[src/rtl/approx_mul_arbiter.sv]
// rtl/approx_mul_arbiter.sv - round-robin arbiter feeding one shared 8x8 approximate multiplier
// Two-stage issue/capture pipeline; responses leave in acceptance order with the requester ID.
module approx_mul_arbiter #(
    parameter int NUM_REQ = 4,
    parameter int W       = 8,
    parameter int IDW     = $clog2(NUM_REQ)
) (
    input  logic                 clk,
    input  logic                 rst,
    input  logic [NUM_REQ-1:0]   req_valid,
    output logic [NUM_REQ-1:0]   req_ready,
    input  logic [NUM_REQ*W-1:0] req_x,
    input  logic [NUM_REQ*W-1:0] req_y,
    output logic [W-1:0]         mul_x,
    output logic [W-1:0]         mul_y,
    input  logic [2*W-1:0]       mul_z,
    output logic                 rsp_valid,
    input  logic                 rsp_ready,
    output logic [IDW-1:0]       rsp_id,
    output logic [2*W-1:0]       rsp_z
);

    logic [IDW-1:0] last_grant;
    logic [IDW-1:0] grant_idx;
    logic           grant_any;
    logic           handshake;
    logic           s1_load;
    logic           s2_load;

    logic           s1_valid;
    logic [W-1:0]   s1_x;
    logic [W-1:0]   s1_y;
    logic [IDW-1:0] s1_id;

    logic           s2_valid;
    logic [IDW-1:0] s2_id;
    logic [2*W-1:0] s2_z;

    function automatic logic [IDW-1:0] rr_index(input logic [IDW-1:0] base, input int offset);
        return IDW'((int'(base) + offset) % NUM_REQ);
    endfunction

    // Search begins one past the last winner so every requester gets a turn.
    always_comb begin
        grant_idx = '0;
        grant_any = 1'b0;
        for (int k = 1; k <= NUM_REQ; k++) begin
            if (!grant_any && req_valid[rr_index(last_grant, k)]) begin
                grant_any = 1'b1;
                grant_idx = rr_index(last_grant, k);
            end
        end
    end

    assign s2_load = !s2_valid || rsp_ready;
    assign s1_load = !s1_valid || s2_load;

    always_comb begin
        req_ready = '0;
        if (grant_any && s1_load && !rst) begin
            req_ready[grant_idx] = 1'b1;
        end
    end

    assign handshake = |(req_valid & req_ready);

    always_ff @(posedge clk) begin
        if (rst) begin
            last_grant <= IDW'(NUM_REQ - 1);
            s1_valid   <= 1'b0;
            s1_x       <= '0;
            s1_y       <= '0;
            s1_id      <= '0;
            s2_valid   <= 1'b0;
            s2_id      <= '0;
            s2_z       <= '0;
        end else begin
            if (s2_load) begin
                s2_valid <= s1_valid;
                s2_id    <= s1_id;
                s2_z     <= mul_z;
            end
            if (s1_load) begin
                s1_valid <= handshake;
                if (handshake) begin
                    s1_x       <= req_x[int'(grant_idx)*W +: W];
                    s1_y       <= req_y[int'(grant_idx)*W +: W];
                    s1_id      <= grant_idx;
                    last_grant <= grant_idx;
                end
            end
        end
    end

    // The multiplier is combinational, so its operands come straight from stage 1.
    assign mul_x     = s1_x;
    assign mul_y     = s1_y;
    assign rsp_valid = s2_valid;
    assign rsp_id    = s2_id;
    assign rsp_z     = s2_z;

endmodule

[config.mk]
export PLATFORM = sky130hd
export DESIGN_NAME = approx_mul_arbiter
export DESIGN_NICKNAME = d
export VERILOG_FILES = /design/src/rtl/approx_mul_arbiter.sv
export SDC_FILE = /design/constraint.sdc
export NUM_CORES = 1
export LEC_CHECK = 0
export BUFFER_PORTS_ARGS = -buffer_cell sky130_fd_sc_hd__buf_2
export CORE_MARGIN = 2
export CORE_UTILIZATION = 42
export DETAILED_ROUTE_END_ITERATION = 8
export GPL_TIMING_DRIVEN = 0
export PLACE_DENSITY = 0.81
export SYNTH_ARGS = -nofsm -noshare
export SYNTH_HDL_FRONTEND = slang
export SYNTH_SLANG_ARGS = --single-unit
export TNS_END_PERCENT = 20
[constraint.sdc]
create_clock -name clk -period 1.65 [get_ports clk]
set_input_delay 0.165 -clock clk [delete_from_list [all_inputs] [get_ports clk]]
set_output_delay 0.165 -clock clk [all_outputs]
set_load 0.005 [all_outputs]
==> flow_summary.json <==
{
  "root_buffer": "clkbuf_8",
  "dpl_cell_area_um2": 2630,
  "cp.arrival_ps": 1520,
  "grt_usage_pct": 23.2,
  "synthTopCellsByArea": "dfxtp_1, nand2_1, a222oi_1",
  "grt_pass1_vias": 2212,
  "drt-vias-per-instance": 5.46,
  "fp.dieArea_um2": 5210,
  "worstPathMaxFanout": 6,
  "ios": 126,
  "max_freq_ghz": 0.593,
  "fin_ws_ps": -36.9,
  "power.leakage_nw": 1.42,
  "synth_area_um2": 1950,
  "drt_iter0_markers": 166,
  "ant_nets": 0,
  "drt-total-wl_um": 6140,
  "cp-end-kind": "primary output",
  "gp_congestion": 0.866,
  "clock_latency_ps": 290,
  "ys_ff_latch": 40,
  "cp_slowest_cell": "dfxtp_2",
  "syn_to_final_growth_pct": 51.5,
  "rsz0062_at_grt": "true",
  "die_h_um": 72.2,
  "hold_slack_ps": 106,
  "place_hpwl_um": 4350,
  "slew_headroom_pct": 69.6,
  "vias": 2297,
  "drt-wirelength-per-cell_um": 14.6,
  "dr.pass1.iters": 8,
  "ys_warn_count": 0,
  "cp_cell_sequence": "buf_6 > buf_6 > a221oi_4 > nor2b_4 > and2_4 > buf_6",
  "dp_cells": 400,
  "cpMostUsedCell": "buf_6",
  "overflow": 0,
  "power_mw": 2.54,
  "p_per_area_nw_per_um2": 859,
  "tns_ps": -74.0,
  "drv_cap": 0,
  "violations": "negative setup slack",
  "final_max_slew_viol_count": 0,
  "hold_viol": 0,
  "synth_top_area_share_pct": 41.0,
  "period_needed_ps": 1690,
  "cts_tree": "built",
  "final_cells": 421,
  "yosysTopAreaCell": "dfxtp_1",
  "cts_made_buffers": 5,
  "skew_ps": 3.58,
  "diodes": 0,
  "outcome": "finished, violations left",
  "post-route-cell-area_um2": 2960,
  "initial_utilization_pct": 44.2,
  "cts.sinks": 40,
  "rows": 24,
  "synth_cells": 226,
  "cts.path.max_buffers": 2,
  "cp_slowest_stage_delay_ps": 330,
  "vdd_drop_max_mv": 0.679,
  "fin_crit_sh_pct": 102,
  "setup_viol": 3,
  "antenna_found_initial": 0,
  "nets": 455,
  "grt_pass1_wl_um": 9630,
  "grt_max_degree": 18,
  "path_clk_slew_ps": 80,
  "avgSynthCellArea_um2": 8.64,
  "worstMarginPinSlew_ps": 453,
  "drc": 0,
  "crit_required_ps": 1480,
  "drive_gt1_share_pct": 48.2,
  "ys_seq_area_share_pct": 41.0,
  "synth_cell_type_count": 36,
  "portBuffers": 122,
  "synth_nets": 313,
  "htreeDepth": 2,
  "hold_path_class": "primary input to flip-flop",
  "coreArea_um2": 4410,
  "critPathKind": "flip-flop to primary output",
  "die_w_um": 72.2,
  "crit_path_start_kind": "flip-flop"
}
what timing repair did:
item / in CTS / in global routing
buffers inserted: 15 / 1
endpoints found under the setup margin: 11 / 18
hold buffers: 0 / 0
pin swaps: 8 / 18
gates resized for setup: 11 / 15
worst max-delay path: cells and delay by family, from the launching register on:
family | cells | cell delay (ps)
buffers and inverters | 3 | 360
and+or+nand+nor | 2 | 240
DFF | 1 | 330
AOI/OAI and AO/OA | 1 | 310
report_power, final:
| group | switching, mW | internal, mW | total, mW |
|---|---|---|---|
| Combinational | 0.303 | 0.350 | 0.654 |
| Clock | 0.351 | 0.448 | 0.798 |
| Sequential | 0.0442 | 1.04 | 1.09 |
synthesized netlist by cell type:
cell type	instances
nand2_1	54
dfxtp_1	40
nor2_1	24
a21oi_1	22
a222oi_1	16
a311oi_1	16
buf_6	6
clkbuf_1	6
and2_1	3
buf_4	3
clkbuf_8	3
nand2b_1	3
nor3_1	3
buf_2	2
inv_1	2
o21ai_0	2
o21bai_1	2
a211oi_2	1
a211oi_4	1
a21oi_2	1
a221oi_1	1
a31o_4	1
and2_2	1
buf_8	1
clkdlybuf4s18_1	1
nand2_2	1
nand2b_2	1
nor2_4	1
nor2b_1	1
nor2b_2	1
nor3b_2	1
nor4_2	1
o211a_1	1
o21ai_1	1
o22ai_1	1
o311a_2	1
cell type report:
cell class / count / area, um2
plain buffers: 19 / 169
clock buffers: 5 / 68.8
clock inverters: 3 / 42.5
well taps: 52 / 65.1
fillers: 367 / 1460
flip-flops and latches: 40 / 806
inverters: 2 / 7.51
multi-input cells: 162 / 1030
repair buffers: 138 / 771
state kept, by name, indices dropped and copies added, names as in the netlist:
name,flops
rsp_id,2
rsp_valid,1
mul_y,8
s1_valid,1
rsp_z,16
last_grant,2
s1_id,2
mul_x,8
kinds of logic (layout without fill, tap and decap cells):
group	Yosys count	count (layout)	share of synthesized area, %
flip-flops	40	40	41.0
AO/OA/AOI/OAI	67	67	27.4
buffers and inverters	24	167	10.1
AND/OR/NAND/NOR	95	95	21.5
metrics by stage:
step,utilization [%],setup slack (ps)
after global routing,67.0,-67.9
after detailed placement,59.5,-58.0
final,67.0,-36.9
after floorplan,-,158
after global placement,59.5,-19.1
after CTS,65.6,-39.8
cell usage in the layout (no fill, tap or decap), types with 2 or more instances in the layout:
cell and n:
inv_1 2, o21bai_1 2, buf_2 121, nor2_1 24, clkbuf_8 8, dfxtp_1 38, a311oi_1 16, buf_4 13
clkbuf_1 6, and2_1 2, buf_6 10, and2_4 2, nand2b_4 2, a21oi_1 21, buf_8 2, nor3_1 3
nand2b_1 2, nand2_1 54, o21ai_1 2, a222oi_1 16
metal layers:
layer	up-vias	share of wire, %	global-route usage [%]
li1	1108	-	-
met1	1043	39	26.0
met2	132	50	41.9
met3	14	9.3	5.97
met4	0	1.9	8.60
met5	-	0	0
path summary, 6_finish.rpt:
check	from	to	slack [ps]	cells past startpoint
setup reg to reg	last_grant[1]$_SDFFE_PP1P_	mul_y[5]$_SDFFE_PP0P_	-30	8
hold / removal	mul_z[7]	rsp_z[7]$_SDFFE_PP0P_	110	3
setup / recovery	last_grant[1]$_SDFFE_PP1P_	req_ready[3]	-40	6
hold reg to reg	rsp_z[2]$_SDFFE_PP0P_	rsp_z[2]$_SDFFE_PP0P_	450	2
Power figures use the tool's default switching activity.
